===== src/rtl/pc_unit.sv =====
// rtl/pc_unit.sv - fetch program counter with redirect, stall and PC history pipeline
// Holds the fetch PC and carries {pc, valid} down a short history pipeline
// so each later stage knows the PC of the instruction it holds.
module pc_unit #(
  parameter int               WIDTH     = 64,
  parameter logic [WIDTH-1:0] RESET_VEC = '0,
  parameter int               INC       = 4,
  parameter int               STAGES    = 2
) (
  input  logic                    clk,
  input  logic                    reset,
  input  logic                    stall,
  input  logic                    redirect,
  input  logic [WIDTH-1:0]        redirect_target,
  output logic [WIDTH-1:0]        pc_q,
  output logic [WIDTH-1:0]        pc_next_seq,
  output logic [STAGES*WIDTH-1:0] hist_pc,
  output logic [STAGES-1:0]       hist_valid,
  output logic                    misalign_err
);

  // INC is a power of two, so INC-1 masks exactly the alignment bits.
  // Using a mask keeps INC = 1 legal without a zero-width slice.
  localparam logic [WIDTH-1:0] INC_W    = WIDTH'(INC);
  localparam logic [WIDTH-1:0] LOW_MASK = WIDTH'(INC - 1);

  logic             fetch_live;
  logic [WIDTH-1:0] target_aligned;
  logic             target_misaligned;
  logic             hist_advance;
  logic [WIDTH-1:0] s1_pc;
  logic             s1_valid;

  // Sequential successor, redirect alignment and the entry for stage 1.
  always_comb begin
    pc_next_seq       = pc_q + INC_W;
    target_aligned    = redirect_target & ~LOW_MASK;
    target_misaligned = |(redirect_target & LOW_MASK);
    // History moves unless a live, non-redirecting cycle is stalled.
    hist_advance      = !fetch_live || redirect || !stall;
    s1_pc             = '0;
    s1_valid          = 1'b0;
    if (fetch_live) begin
      // On redirect the instruction at the old PC is wrong-path: bubble it.
      s1_pc    = pc_q;
      s1_valid = !redirect;
    end
  end

  // Fetch PC, first-cycle hold after reset, and misalign pulse.
  always_ff @(posedge clk or posedge reset) begin
    if (reset) begin
      pc_q         <= RESET_VEC;
      fetch_live   <= 1'b0;
      misalign_err <= 1'b0;
    end else begin
      misalign_err <= 1'b0;
      if (!fetch_live) begin
        fetch_live <= 1'b1;
      end else if (redirect) begin
        pc_q         <= target_aligned;
        misalign_err <= target_misaligned;
      end else if (!stall) begin
        pc_q <= pc_next_seq;
      end
    end
  end

  // History pipeline: stage k takes stage k-1, stage 1 takes the fetch slot.
  always_ff @(posedge clk or posedge reset) begin
    if (reset) begin
      hist_pc    <= '0;
      hist_valid <= '0;
    end else if (hist_advance) begin
      for (int k = STAGES - 1; k >= 1; k--) begin
        hist_pc[k*WIDTH +: WIDTH] <= hist_pc[(k-1)*WIDTH +: WIDTH];
        hist_valid[k]             <= hist_valid[k-1];
      end
      hist_pc[WIDTH-1:0] <= s1_pc;
      hist_valid[0]      <= s1_valid;
    end
  end

endmodule


===== config.mk =====
export PLATFORM = sky130hd
export DESIGN_NAME = pc_unit
export DESIGN_NICKNAME = d
export VERILOG_FILES = /design/src/rtl/pc_unit.sv
export SDC_FILE = /design/constraint.sdc
export NUM_CORES = 1
export LEC_CHECK = 0
export ABC_CLOCK_PERIOD_IN_PS = 11400
export CORE_MARGIN = 5
export CORE_UTILIZATION = 51
export CTS_CLUSTER_DIAMETER = 100
export DETAILED_ROUTE_END_ITERATION = 16
export PLACE_DENSITY = 0.89
export SYNTH_ARGS = -nofsm -noshare
export SYNTH_HDL_FRONTEND = slang
export SYNTH_SLANG_ARGS = --single-unit

===== constraint.sdc =====
create_clock -name clk -period 11.4 [get_ports clk]
set_input_delay 2.28 -clock clk [delete_from_list [all_inputs] [get_ports clk]]
set_output_delay 2.28 -clock clk [all_outputs]
set_load 0.005 [all_outputs]

==> metrics, run 1 <==
CP peak stage delay=740 ps; first-pass GRT wire length=55400 um; initial antenna violation count=3; share of the synthesized area in the top cell type=47.1%; Layout Nets=1454; WL/cell=21.6 um; Synth Warn #=0; Filler cells=1492; register area share after synthesis=between 40% and 50%; max cap viols=0; Yosys cell types=62; Final period util=around 53%; Area growth syn-to-layout=36.8%; family with the most delay on the worst path=simple AND/OR/NAND/NOR gates; gr usage total=31.2%; CORE AREA=19500 sq um; Top FF cell, synth=dfrtp_1; post-detail-place hpwl=26000 um; global route total overflow=0; DRC Markers=0; endpoints failing setup=0; Routed Antenna Nets=0; vias in the first global route=9746; Initial Utilization=51.9%; PostCTS Resize Cnt=0; crit path cell chain=ha_1 -> nand4_1 -> nor2_1 -> nand4_1 -> nor2_1 -> xor2_1 -> clkdlybuf4s50_1; CTS max path bufs=2; Rows=51; worst-skew pair later-pin latency=about 440 ps; CP startpoint=pc_q[3]$_DFFE_PP0P_; Cell Area, Synth=10100 sq um; worst slew pin tran=1200 ps; Final Hold Vio Count=0; Setup Skew=13.3 ps; Setup Fix Bufs, Post-CTS=0; total number of vias=10200; Post-Route WL=36000 um; share of layout cells above drive strength 1=5.08%; clock-pin slew on the worst setup and hold paths=roughly 80 ps; leak pwr=5.92 nW; gp weighted congestion=between 0.9 and 1; # H-tree levels=4; Reg2Reg Depth=7; Max transition margin=20.0%; Synth area leaders=dfrtp_1 47%, nand2_1 10%, a22o_1 4.7%; DR vias/cell=6.14; crit path time final=between 6000 and 7000 ps; CP Capture Point=pc_next_seq[52]; die area=22700 sq um; Fmax=166 MHz; Slowest cell on crit path=nor2_1; Synth top cells by count=268 x nand2_1, 190 x dfrtp_1, 66 x nand3_1; maximum VDD drop=0.106 mV; Final TNS setup=0 ps; Top Ports=327; Setup CP Type=flop to output pin; count leader, synth=nand2_1; CP Launch Type=flop; Overall Power=0.00203 W; status=finished clean; router iterations before antenna repair=7; CTS root buffer=clkbuf_16; R2R Setup Slk=7940 ps; r2r startpoint=fetch_live$_DFF_PP0_; Hold Crit Class=flop to flop; worst path bufs/invs=1; CP Max Fanout=10; number of enable flip-flop cells after synthesis=0; Post-CTS Hold Buffers=0; PortBufs=318; Pwr Density=147 nW/um^2; #FFs+latches synth=190; Mapped Cells=1147; Yosys top cell by area=dfrtp_1; Crit. End Element=output pin; clock buffer count from CTS=17; CTS tree=yes; CP Depth=7; pin count of the biggest net entering global routing=136; CP arrival=3730 ps; Die X=151 um; Syn Area/Cell=just under 9 sq um; CTS Sinks=between 150 and 200; RSZ-0062 raised after global routing=no; Die Height=about 150 um; DRT iter0 DRCs=roughly 1300; asr flop ratio synth=100%; worst reg2reg path endpoint=pc_q[31]$_DFFE_PP0P_; Pins Over Slew Limit=0; Crit path required time=9120 ps
==> stage by stage <==
step	hold slack (ps)	utilization (%)	instances	setup slack, ps	instance area, sq um
after floorplan	463	-	1154	3950	10100
after global placement	450	68.0	1631	5730	13200
after detailed placement	455	68.0	1631	5620	13200
after CTS	472	71.0	1663	5460	13800
after global routing	496	71.0	1665	5270	13800
final	466	71.0	1665	5390	13800
==> worst min path at each step <==
stage	start	endpoint	slack [ps]	depth (start not counted)
after floorplan	hist_pc[100]$_DFFE_PP0P_	hist_pc[100]$_DFFE_PP0P_	460	2
after global placement	hist_pc[121]$_DFFE_PP0P_	hist_pc[121]$_DFFE_PP0P_	450	2
after detailed placement	hist_pc[71]$_DFFE_PP0P_	hist_pc[71]$_DFFE_PP0P_	450	2
after CTS	hist_pc[71]$_DFFE_PP0P_	hist_pc[71]$_DFFE_PP0P_	470	2
after global routing	hist_pc[71]$_DFFE_PP0P_	hist_pc[71]$_DFFE_PP0P_	500	2
final	hist_pc[127]$_DFFE_PP0P_	hist_pc[127]$_DFFE_PP0P_	470	2
==> worst register-to-register path: cells and delay by family (launching register included) <==
family / cells / cell delay [ps]
simple gates: 2 / 530
compound gates: 2 / 750
flops: 1 / 550
buf+inv: 3 / 1520
==> cell type report <==
| type | count | area [sq um] | share of cell area [%] |
|---|---|---|---|
| well taps | 265 | 332 | 2.40 |
| clock inverters | 15 | 146 | 1.06 |
| flip-flops and latches | 190 | 4750 | 34.4 |
| repair buffers | 327 | 3250 | 23.5 |
| inverters | 14 | 60.1 | 0.435 |
| clock buffers | 17 | 425 | 3.08 |
| multi-input cells | 835 | 4850 | 35.1 |
| diodes | 2 | 5.00 | 0.0362 |
==> where the power goes <==
| group | internal, W | leakage, nW | switching, W |
|---|---|---|---|
| Sequential | 0.000756 | 2.38 | 0.000149 |
| Combinational | 0.000313 | 3.25 | 0.000223 |
| Clock | 0.000292 | 0.284 | 0.000296 |
==> state kept, by name, indices dropped and copies added (netlist names) <==
register / count
hist_pc: 124
pc_q: 62
hist_valid: 2
fetch_live: 1
misalign_err: 1
==> cell usage in the layout, fill, tap and decap left out, types with 10 or more instances in the layout <==
master and n:
clkbuf_16 17, and2_1 10, inv_1 11, and3_1 23
a22o_1 54, nand3_1 65, nand2_1 268, o21ai_0 39
nand4_1 34, nor2_1 55, xnor2_1 38, nor3_1 27
nor4_1 24, dfrtp_1 190, a21oi_1 29, xor2_1 22
buf_4 10, or3_1 19, clkdlybuf4s50_1 317
==> cell families (layout without fill, tap and decap cells) <==
family                     after synthesis  count (layout)  share of synthesized area [%]
buffers and inverters                  129             373                           5.55
and+or+nand+nor                        562             562                           27.3
other                                    2              11                         0.0743
muxes                                    7               7                          0.731
DFF                                    190             190                           47.1
AOI/OAI and AO/OA                      196             196                           14.0
xor gates and xnor gates                60              60                           5.20
adders and majority gates                1               1                          0.124
==> layer usage <==
metal	track usage, %	wire length (um)	part of all wire, %
met3	6.32	3570	9.9
met4	16.0	1880	5.2
met1	42.0	13900	39
met5	0	13	0.036
met2	48.0	16600	46
(Power assumes the default switching activity.)
==> run 2: changes to the inputs <==
==> config.mk (replaced) <==
export PLATFORM = sky130hd
export DESIGN_NAME = pc_unit
export DESIGN_NICKNAME = d
export VERILOG_FILES = /design/src/rtl/pc_unit.sv
export SDC_FILE = /design/constraint.sdc
export NUM_CORES = 1
export LEC_CHECK = 0
export ABC_CLOCK_PERIOD_IN_PS = 5700
export CORE_MARGIN = 5
export CORE_UTILIZATION = 47
export CTS_CLUSTER_DIAMETER = 100
export DETAILED_ROUTE_END_ITERATION = 16
export PLACE_DENSITY = 0.83
export SYNTH_ARGS = -nofsm -noshare
export SYNTH_HDL_FRONTEND = slang
export SYNTH_SLANG_ARGS = --single-unit
==> constraint.sdc (replaced) <==
create_clock -name clk -period 5.7 [get_ports clk]
set_input_delay 1.14 -clock clk [delete_from_list [all_inputs] [get_ports clk]]
set_output_delay 1.14 -clock clk [all_outputs]
set_load 0.005 [all_outputs]
==> run 2 against run 1 <==
  * Setup slack got worse by 4400 ps
  * Sequential cell count did not move
  * Core utilization fell by 4.9 points
  * Final cell count rose by 0.72%
  * Total power rose by 100%
  * Critical path depth fell by 1
  * Register-to-register slack got worse by 5300 ps
  * Die area rose by 7.9%
==> metrics, run 2 (synthesized netlist as in run 1, its figures left out) <==
Rows=53; met3 Use GR=6.47%; RSZ-0062 raised after global routing=no; pin count of the biggest net entering global routing=131; Final TNS setup=0 ps; DR vias/cell=about 5.9; gp weighted congestion=0.959; Initial Utilization=47.9%; Die X=157 um; global route total overflow=0; Pwr Density=297 nW/um^2; CP dominant cell by count=nand4_1; Fmax=211 MHz; status=finished clean; worst-skew pair later-pin latency=440 ps; Hold Crit Start=hist_pc[71]$_DFFE_PP0P_; Area growth syn-to-layout=38.0%; design area=13900 sq um; PostCTS Resize Cnt=0; Reg2Reg Depth=6; gr usage total=between 20% and 30%; CORE AREA=21100 sq um; initial antenna violation count=2; Overall Power=0.00414 W; Setup CP Type=flop to output pin; Top Registers=hist_pc: 124 flops, pc_q: 62 flops, hist_valid: 2 flops; global routing usage on met2=between 40% and 50%; Hold Crit Class=flop to flop; final worst slack=969 ps; maximum VDD drop=approximately 0.19 mV; Routed Antenna Nets=0; CTS root buffer=clkbuf_16; met1 usage=just over 40%; WL/cell=21.5 um; Pins Over Slew Limit=0; hold-critical path depth=2; max cap viols=0; largest register by flop count=hist_pc; DRC Markers=0; CP Launch Type=flop; Slowest cell on crit path=nor4_1; total number of vias=9941; max FFs per register=124; dpl cell area=13300 sq um; Die Height=157 um; Crit path required time=around 4600 ps; Max transition margin=35.5%; worst path bufs/invs=1; CP peak stage delay=930 ps; worst slew pin tran=958 ps; clock-pin slew on the worst setup and hold paths=70 ps; CTS Sinks=190; Final period util=83.0%; CTS max path bufs=2; Crit. End Element=output pin; crit path cell chain=ha_1 -> nand4_1 -> nor4_1 -> nand4_1 -> xnor2_1 -> clkdlybuf4s50_1; DRT iter0 DRCs=1173; r2r startpoint=pc_q[3]$_DFFE_PP0P_; die area=24500 sq um; first-pass GRT wire length=between 50000 and 60000 um; CTS tree=yes; CP arrival=3590 ps; endpoints failing setup=0; router iterations before antenna repair=5; final core occ=66.1%; commonest non-fill, non-tap cells in the layout=317 x clkdlybuf4s50_1, 268 x nand2_1, 190 x dfrtp_1; Layout Nets=1456; Setup Skew=10.7 ps; Top Ports=327; post-placement worst setup slack=~1500 ps; crit path time final=approximately 4700 ps; share of layout cells above drive strength 1=under 10%; most common cell after layout, fill and taps aside=clkdlybuf4s50_1; Post-CTS Hold Buffers=0; post-detail-place hpwl=26100 um; clock buffer count from CTS=17; Post-Route WL=~36000 um; Top Usage Layer GRT=met2; leak pwr=5.96 nW; family with the most delay on the worst path=simple AND/OR/NAND/NOR gates; CP Max Fanout=7; PortBufs=318; vias in the first global route=9357; Setup Fix Bufs, Post-CTS=0; Final Hold Vio Count=0; CP startpoint=pc_q[3]$_DFFE_PP0P_; CP Depth=6; # H-tree levels=4
## run 2: cell types whose count changed in the layout (fill, tap and decap cells not counted), sizes merged
cell    previous run  this run
clkbuf            17        21
buf               10        12
clkinv             6         4
inv               22        18
bufinv             0         2
## run 2: final timing paths
kind / end / slack [ps]
min in group asynchronous: hist_pc[74]$_DFFE_PP0P_ / 1160
min: hist_pc[71]$_DFFE_PP0P_ / 460
min reg2reg: hist_pc[71]$_DFFE_PP0P_ / 460
max: pc_next_seq[54] / 970
max reg2reg: pc_q[54]$_DFFE_PP0P_ / 2670
max in group asynchronous: fetch_live$_DFF_PP0_ / 3810
## run 2: area by class of cell
class | count | area, sq um
tap | 275 | 344
fill | 1726 | 7150
inverter | 14 | 56.3
sequential | 190 | 4750
timing repair buffer | 329 | 3310
clock inverter | 11 | 144
antenna | 2 | 5.00
multi-input combinational | 835 | 4850
clock buffer | 21 | 470
## run 2: worst min-delay path, stage by stage (launching register included)
cell     delay, ps
dfrtp_1        340
nand2_1         50
nand2_1         40
## run 2: stage by stage
stage,cells,hold slack [ps]
floorplan,1154,463
global placement,1643,449
detailed placement,1643,455
CTS,1675,472
global route,1677,493
finish,1677,465
## run 2: report_power, final
group | switching (W) | total (W) | internal [W]
clock | 0.000555 | 0.00125 | 0.000697
combinational | 0.000462 | 0.00109 | 0.000630
sequential | 0.000280 | 0.00179 | 0.00151
total | 0.00130 | 0.00414 | 0.00284
## run 2: metal layers
layer / routed length [um] / up-vias
li1: - / 4509
met2: 16900 / 517
met5: 0 / -
met1: 14800 / 4837
met3: 3230 / 78
met4: 1110 / 0
